==> src/rtl/pipe_pkg.sv <==
// Shared types for the pipeline hazard controller: forwarding selects,
// per-stage destination info carried by the shadow tracker, and FSM states.
package pipe_pkg;

  typedef enum logic [1:0] {
    FWD_RF  = 2'd0,
    FWD_EXE = 2'd1,
    FWD_MEM = 2'd2,
    FWD_WB  = 2'd3
  } fwd_sel_e;

  typedef struct packed {
    logic       v;
    logic [4:0] rd;
    logic       we;
    logic       ld;
  } stage_info_t;

  typedef enum logic {
    ST_IDLE = 1'b0,
    ST_BUSY = 1'b1
  } state_e;

  localparam stage_info_t BUBBLE = '0;

  // Youngest producer wins; a load still in EXE has no data yet, so fall
  // through to older stages (the load-use interlock covers that case).
  function automatic fwd_sel_e fwd_pick(logic [2:0] m, logic exe_ld);
    if (m[0] && !exe_ld) return FWD_EXE;
    if (m[1])            return FWD_MEM;
    if (m[2])            return FWD_WB;
    return FWD_RF;
  endfunction

endpackage

==> src/rtl/hazard_match.sv <==
// Compares one ID source register against the EXE/MEM/WB tracker entries.
// match_o[0] = EXE, [1] = MEM, [2] = WB.
module hazard_match
  import pipe_pkg::*;
(
  input  logic [4:0]  rs_i,
  input  logic        use_i,
  input  stage_info_t exe_i,
  input  stage_info_t mem_i,
  input  stage_info_t wb_i,
  output logic [2:0]  match_o
);

  logic src_live;
  logic unused_ld;

  assign src_live   = use_i & (rs_i != 5'd0);
  assign match_o[0] = src_live & exe_i.v & exe_i.we & (exe_i.rd == rs_i);
  assign match_o[1] = src_live & mem_i.v & mem_i.we & (mem_i.rd == rs_i);
  assign match_o[2] = src_live & wb_i.v  & wb_i.we  & (wb_i.rd  == rs_i);

  // Load flags matter only to the caller's priority logic.
  assign unused_ld = ^{exe_i.ld, mem_i.ld, wb_i.ld};

endmodule

==> src/rtl/pipe_hazard_ctrl.sv <==
// Hazard/sequencing controller for a 5-stage pipeline: forwarding, load-use
// interlock, branch flush, multi-cycle stall. Optional HAZARD_PERF_CNT_EN adds
// saturating stall/flush performance counters.
module pipe_hazard_ctrl
  import pipe_pkg::*;
#(
  parameter int LONG_LAT = 4,
  parameter int CNT_W    = 3,
  parameter int PERF_W   = 32
) (
  input  logic              clk,
  input  logic              rst,
  input  logic              id_valid,
  input  logic [4:0]        id_rs1,
  input  logic [4:0]        id_rs2,
  input  logic              id_use_rs1,
  input  logic              id_use_rs2,
  input  logic [4:0]        id_rd,
  input  logic              id_ref_we,
  input  logic              id_dram_re,
  input  logic              id_long_op,
  input  logic              exe_br_taken,
  output logic              id_ready_go,
  output logic              if_id_stall,
  output logic              if_id_flush,
  output logic              exe_hold,
  output logic [1:0]        fwd_sel1,
  output logic [1:0]        fwd_sel2
`ifdef HAZARD_PERF_CNT_EN
  ,
  output logic [PERF_W-1:0] perf_stall_cnt,
  output logic [PERF_W-1:0] perf_flush_cnt
`endif
);

  stage_info_t      exe_q, exe_d, mem_q, mem_d, wb_q, wb_d;
  state_e           state_q, state_d;
  logic [CNT_W-1:0] cnt_q, cnt_d;
  logic [2:0]       m1, m2;
  logic             busy, load_use;

  hazard_match u_hm1 (
    .rs_i(id_rs1), .use_i(id_use_rs1),
    .exe_i(exe_q), .mem_i(mem_q), .wb_i(wb_q), .match_o(m1)
  );

  hazard_match u_hm2 (
    .rs_i(id_rs2), .use_i(id_use_rs2),
    .exe_i(exe_q), .mem_i(mem_q), .wb_i(wb_q), .match_o(m2)
  );

  assign busy        = (state_q == ST_BUSY);
  assign load_use    = exe_q.ld & (m1[0] | m2[0]);
  assign id_ready_go = id_valid & ~load_use & ~exe_br_taken & ~busy;
  // A long op is never a branch, so a taken flag seen while busy is stale.
  assign if_id_flush = exe_br_taken & ~busy;
  assign if_id_stall = busy | (load_use & ~exe_br_taken);
  assign exe_hold    = busy;
  assign fwd_sel1    = fwd_pick(m1, exe_q.ld);
  assign fwd_sel2    = fwd_pick(m2, exe_q.ld);

  always_comb begin
    state_d = state_q;
    cnt_d   = cnt_q;
    case (state_q)
      ST_IDLE: if (id_ready_go && id_long_op) begin
        state_d = ST_BUSY;
        cnt_d   = CNT_W'(LONG_LAT - 1);
      end
      ST_BUSY: begin
        cnt_d = cnt_q - CNT_W'(1);
        if (cnt_q == CNT_W'(1)) state_d = ST_IDLE;
      end
      default: state_d = ST_IDLE;
    endcase
  end

  always_comb begin
    wb_d = mem_q;
    if (busy) begin
      exe_d = exe_q;
      mem_d = BUBBLE;
    end else begin
      mem_d = exe_q;
      exe_d = id_ready_go ? '{v: 1'b1, rd: id_rd, we: id_ref_we, ld: id_dram_re}
                          : BUBBLE;
    end
  end

  always_ff @(posedge clk) begin
    if (rst) begin
      state_q <= ST_IDLE;
      cnt_q   <= '0;
      exe_q   <= BUBBLE;
      mem_q   <= BUBBLE;
      wb_q    <= BUBBLE;
    end else begin
      state_q <= state_d;
      cnt_q   <= cnt_d;
      exe_q   <= exe_d;
      mem_q   <= mem_d;
      wb_q    <= wb_d;
    end
  end

`ifdef HAZARD_PERF_CNT_EN
  always_ff @(posedge clk) begin
    if (rst) begin
      perf_stall_cnt <= '0;
      perf_flush_cnt <= '0;
    end else begin
      if (if_id_stall && perf_stall_cnt != '1) perf_stall_cnt <= perf_stall_cnt + 1'b1;
      if (if_id_flush && perf_flush_cnt != '1) perf_flush_cnt <= perf_flush_cnt + 1'b1;
    end
  end
`else
  localparam int unused_perf_w = PERF_W;
`endif

endmodule

==> config.mk <==
export PLATFORM = sky130hd
export DESIGN_NAME = pipe_hazard_ctrl
export DESIGN_NICKNAME = d
export VERILOG_FILES = /design/src/rtl/pipe_pkg.sv /design/src/rtl/hazard_match.sv /design/src/rtl/pipe_hazard_ctrl.sv
export SDC_FILE = /design/constraint.sdc
export NUM_CORES = 1
export LEC_CHECK = 0
export ABC_AREA = 1
export CORE_ASPECT_RATIO = 1.5
export CORE_UTILIZATION = 35
export DETAILED_ROUTE_END_ITERATION = 10
export GPL_ROUTABILITY_DRIVEN = 0
export GPL_TIMING_DRIVEN = 1
export PLACE_DENSITY = 0.67
export SYNTH_ARGS = -nofsm -noshare
export SYNTH_HDL_FRONTEND = slang
export SYNTH_SLANG_ARGS = --single-unit
==> constraint.sdc <==
create_clock -name clk -period 2.4 [get_ports clk]
set_clock_uncertainty 0.05 [all_clocks]
set_input_delay 0.24 -clock clk [delete_from_list [all_inputs] [get_ports clk]]
set_output_delay 0.24 -clock clk [all_outputs]
set_load 0.01 [all_outputs]
==> metrics <==
status=finished clean; Sequential Power Share=roughly 46%; Final ANT Viol Nets=0; critical path arrival=1.90 ns; vias per inst=4.57; leading area contributor after synthesis=dfxtp_1; Synth top area share=between 30% and 40%; asr flop ratio synth=0%; worst r2r dst=cnt_q[0]$_SDFFE_PP0P_; num rows=28; Tmin final=between 2 and 2.5 ns; Worst VDD drop=0.268 mV; routed length per placed instance=11.1 µm; register area share after synthesis=between 30% and 40%; fmax=around 0.46 GHz; top cells by area, synth=dfxtp_1 (36%), nand2_1 (12%), xor2_1 (9.0%); worst r2r src=exe_q[3]$_SDFFE_PP0N_; Ports=32; CP Class=input pin to primary output; H-tree depth=1; crit-path max cell delay=a little under 0.5 ns; clk buf depth=2; Post-synth EDFFs=0; Post-Syn Instances=between 200 and 250; die area=around 0.0044 mm²; Fill cells=416; CTS clk-pin slew, worst paths=approximately 0.09 ns; setup violators final=0; Hold Path End=wb_q[7]$_SDFF_PP0_; ratio of cells with drive above 1 in the final layout=approximately 15%; Least-Margin Pin Slew=about 0.42 ns; vias=between 1,000 and 1,500; Core ar.=0.00396 mm²; Max FO, Critical Path=4; DR pass1 iterations=4; Congestion Overflow GR=0; RSZ-0062 raised after global routing=no; clock tree root buffer cell=clkbuf_8; Power Dens Cells=approximately 500 mW/mm²; Primary FF master, synth=dfxtp_1; Port Buffers=31; Comb power frac=between 10% and 20%; slowest CP cell=clkdlybuf4s50_1; leakage power=1.02 nW; clock share of power=36.9%; register bit total from synthesis=26; Max-cap violations=0; die width=between 50 and 60 µm; Hold Path Class=flip-flop to flip-flop; initial DRC count=22; TritonCTS Sinks=26; gr usage total=17.5%; Switching Share=around a quarter; Syn Std Cell Area=approximately 0.0015 mm²; Ys Warns=0; WP data required=between 2 and 2.5 ns; Cell Count, Final, Fillers Out=just over 300; first-pass GRT wire length=approximately 5500 µm; initial antenna violation count=0; Antenna diodes=0; most common cell in the synthesized netlist=nand2_1; DP Cell Count=300; area grow syn2layout=37.3%; syn nets=240; Distinct cells, synth=24; r2r worst-path depth=12; Net Sw Power=approximately 0.00023 W; Core Util, Final=50.5%; Routed WL=about 3400 µm; register area=about 520 µm²; worst skew pair latency=about 0.27 ns; max_slew headroom=a little under three quarters; Fin. Hold Viols=0; hpwl dp=approximately 2800 µm; Initial Util=a little under two fifths; DRC=0; hold path cells=2; largest net degree at the start of global routing=16; Avg Synthesized Cell Area=6.80 µm²; vias in the first global route=between 1,000 and 1,500; crit share post-route=slightly above 90%; min-delay src=mem_q[7]$_SDFF_PP0_; total CTS buffers=3; multi-input logic area=795 µm²; worst-path cell chain=clkdlybuf4s50_1 > buf_4 > nor2_1 > nand3_1 > nand2_1 > inv_2 > nand3_2 > or2_2 > nand2_1 > inv_1 > dlygate4sd2_1; Die H=roughly 80 µm; CP Launch Type=input pin; fin. max-slew vios=0; Post-synth top cells=nand2_1 (47), inv_1 (32), nor2_1 (27), dfxtp_1 (26), nand3_1 (16); Most Frequent Cell on Critical Path=nand2_1; CTS tree=built; NumNets Final=286; CP Capture Type=primary output; Hold-fix buffers, CTS=0; internal power=0.000750 W; register-to-register setup slack=0.83 ns
[how the worst max path moves through the flow]
| stage | from | endpoint | slack (ns) | cells past startpoint |
|---|---|---|---|---|
| 2_1_floorplan | exe_q[3]$_SDFFE_PP0N_ | if_id_stall | 0.93 | 8 |
| 3_3_place_gp | id_rs1[3] | fwd_sel1[0] | -0.09 | 6 |
| 3_5_place_dp | id_rs1[3] | fwd_sel1[0] | -0.12 | 6 |
| 4_1_cts | id_rs1[1] | fwd_sel1[1] | 0.005 | 8 |
| 5_1_grt | id_rs2[3] | fwd_sel2[1] | 0.11 | 11 |
| 6_report | id_rs2[3] | fwd_sel2[1] | 0.21 | 11 |
[per-layer routing]
metal / vias to the layer above / global-route usage [%] / routed length, µm
li1: 746 / - / -
met1: 617 / 18.4 / 1420
met2: 21 / 33.1 / 1820
met3: 4 / 1.69 / 93
met4: 0 / 6.92 / 42
met5: - / 0 / 0
[what timing repair did]
item | 4_1_cts | 5_1_grt
setup endpoints to repair | 6 | 2
setup buffers | 0 | 0
pin swaps | 0 | 3
gates resized for setup | 11 | 7
[worst max-delay path: cells and delay by family]
family	cells	cell delay, ns
buffers and inverters	5	1.00
AND/OR/NAND/NOR	6	0.66
[power groups by stage]
| stage | clock (W) | combinational [W] | sequential (W) |
|---|---|---|---|
| global placement | 0 | 0.000165 | 0.000464 |
| floorplan | 0 | 0.0000759 | 0.000463 |
| finish | 0.000361 | 0.000163 | 0.000454 |
| detailed placement | 0 | 0.000166 | 0.000464 |
| global route | 0.000386 | 0.000183 | 0.000456 |
| CTS | 0.000369 | 0.000166 | 0.000454 |
[cells by family (layout without fill, tap and decap cells)]
family                     after synthesis  after routing  synth area share, %
adders and majority gates                2              2                 1.72
xor gates and xnor gates                19             19                 11.4
AOI/OAI and AO/OA                       20             20                 6.88
and+or+nand+nor                        106            106                 33.5
DFF                                     26             26                 35.8
buffers and inverters                   41             86                 10.7
[registers in the layout (all words and copies together), names as in the netlist]
signal / flops
cnt_q: 3
exe_q: 8
exe_hold: 1
wb_q: 7
mem_q: 7
[cell type report]
class                   instances  area share [%]
clock buffers                   3            2.07
clock inverters                 1            1.50
inverters                      38            7.14
multi-input cells             147            39.8
flip-flops and latches         26            26.2
well taps                      45            2.82
repair buffers                 44            20.5
[layout by cell type, fill, tap and decap left out, drive strengths merged, types with 3 or more instances in the layout]
cell           synthesis  final
buf                    1     13
a21oi                 15     15
dlygate4sd2            0      8
xor2                  15     15
inv                   38     38
o21ai                  5      5
xnor2                  4      4
clkdlybuf4s50          0     18
clkbuf                 2      3
dfxtp                 26     26
dlymetal6s2s           0      5
nand3                 20     20
nor2                  29     29
nor4                   3      3
nand2                 49     49
[per-stage QoR]
step	power (W)	TNS, ns	area [µm²]	hold WS, ns	worst slack [ns]
floorplan	0.000539	0	1460	0.351	0.935
global route	0.00103	0	2000	0.396	0.112
detailed placement	0.000630	-0.295	1910	0.372	-0.119
global placement	0.000629	-0.182	1910	0.367	-0.0899
CTS	0.000990	0	1980	0.387	0.00519
finish	0.000979	0	2000	0.382	0.210
Power figures use the tool's default switching activity.
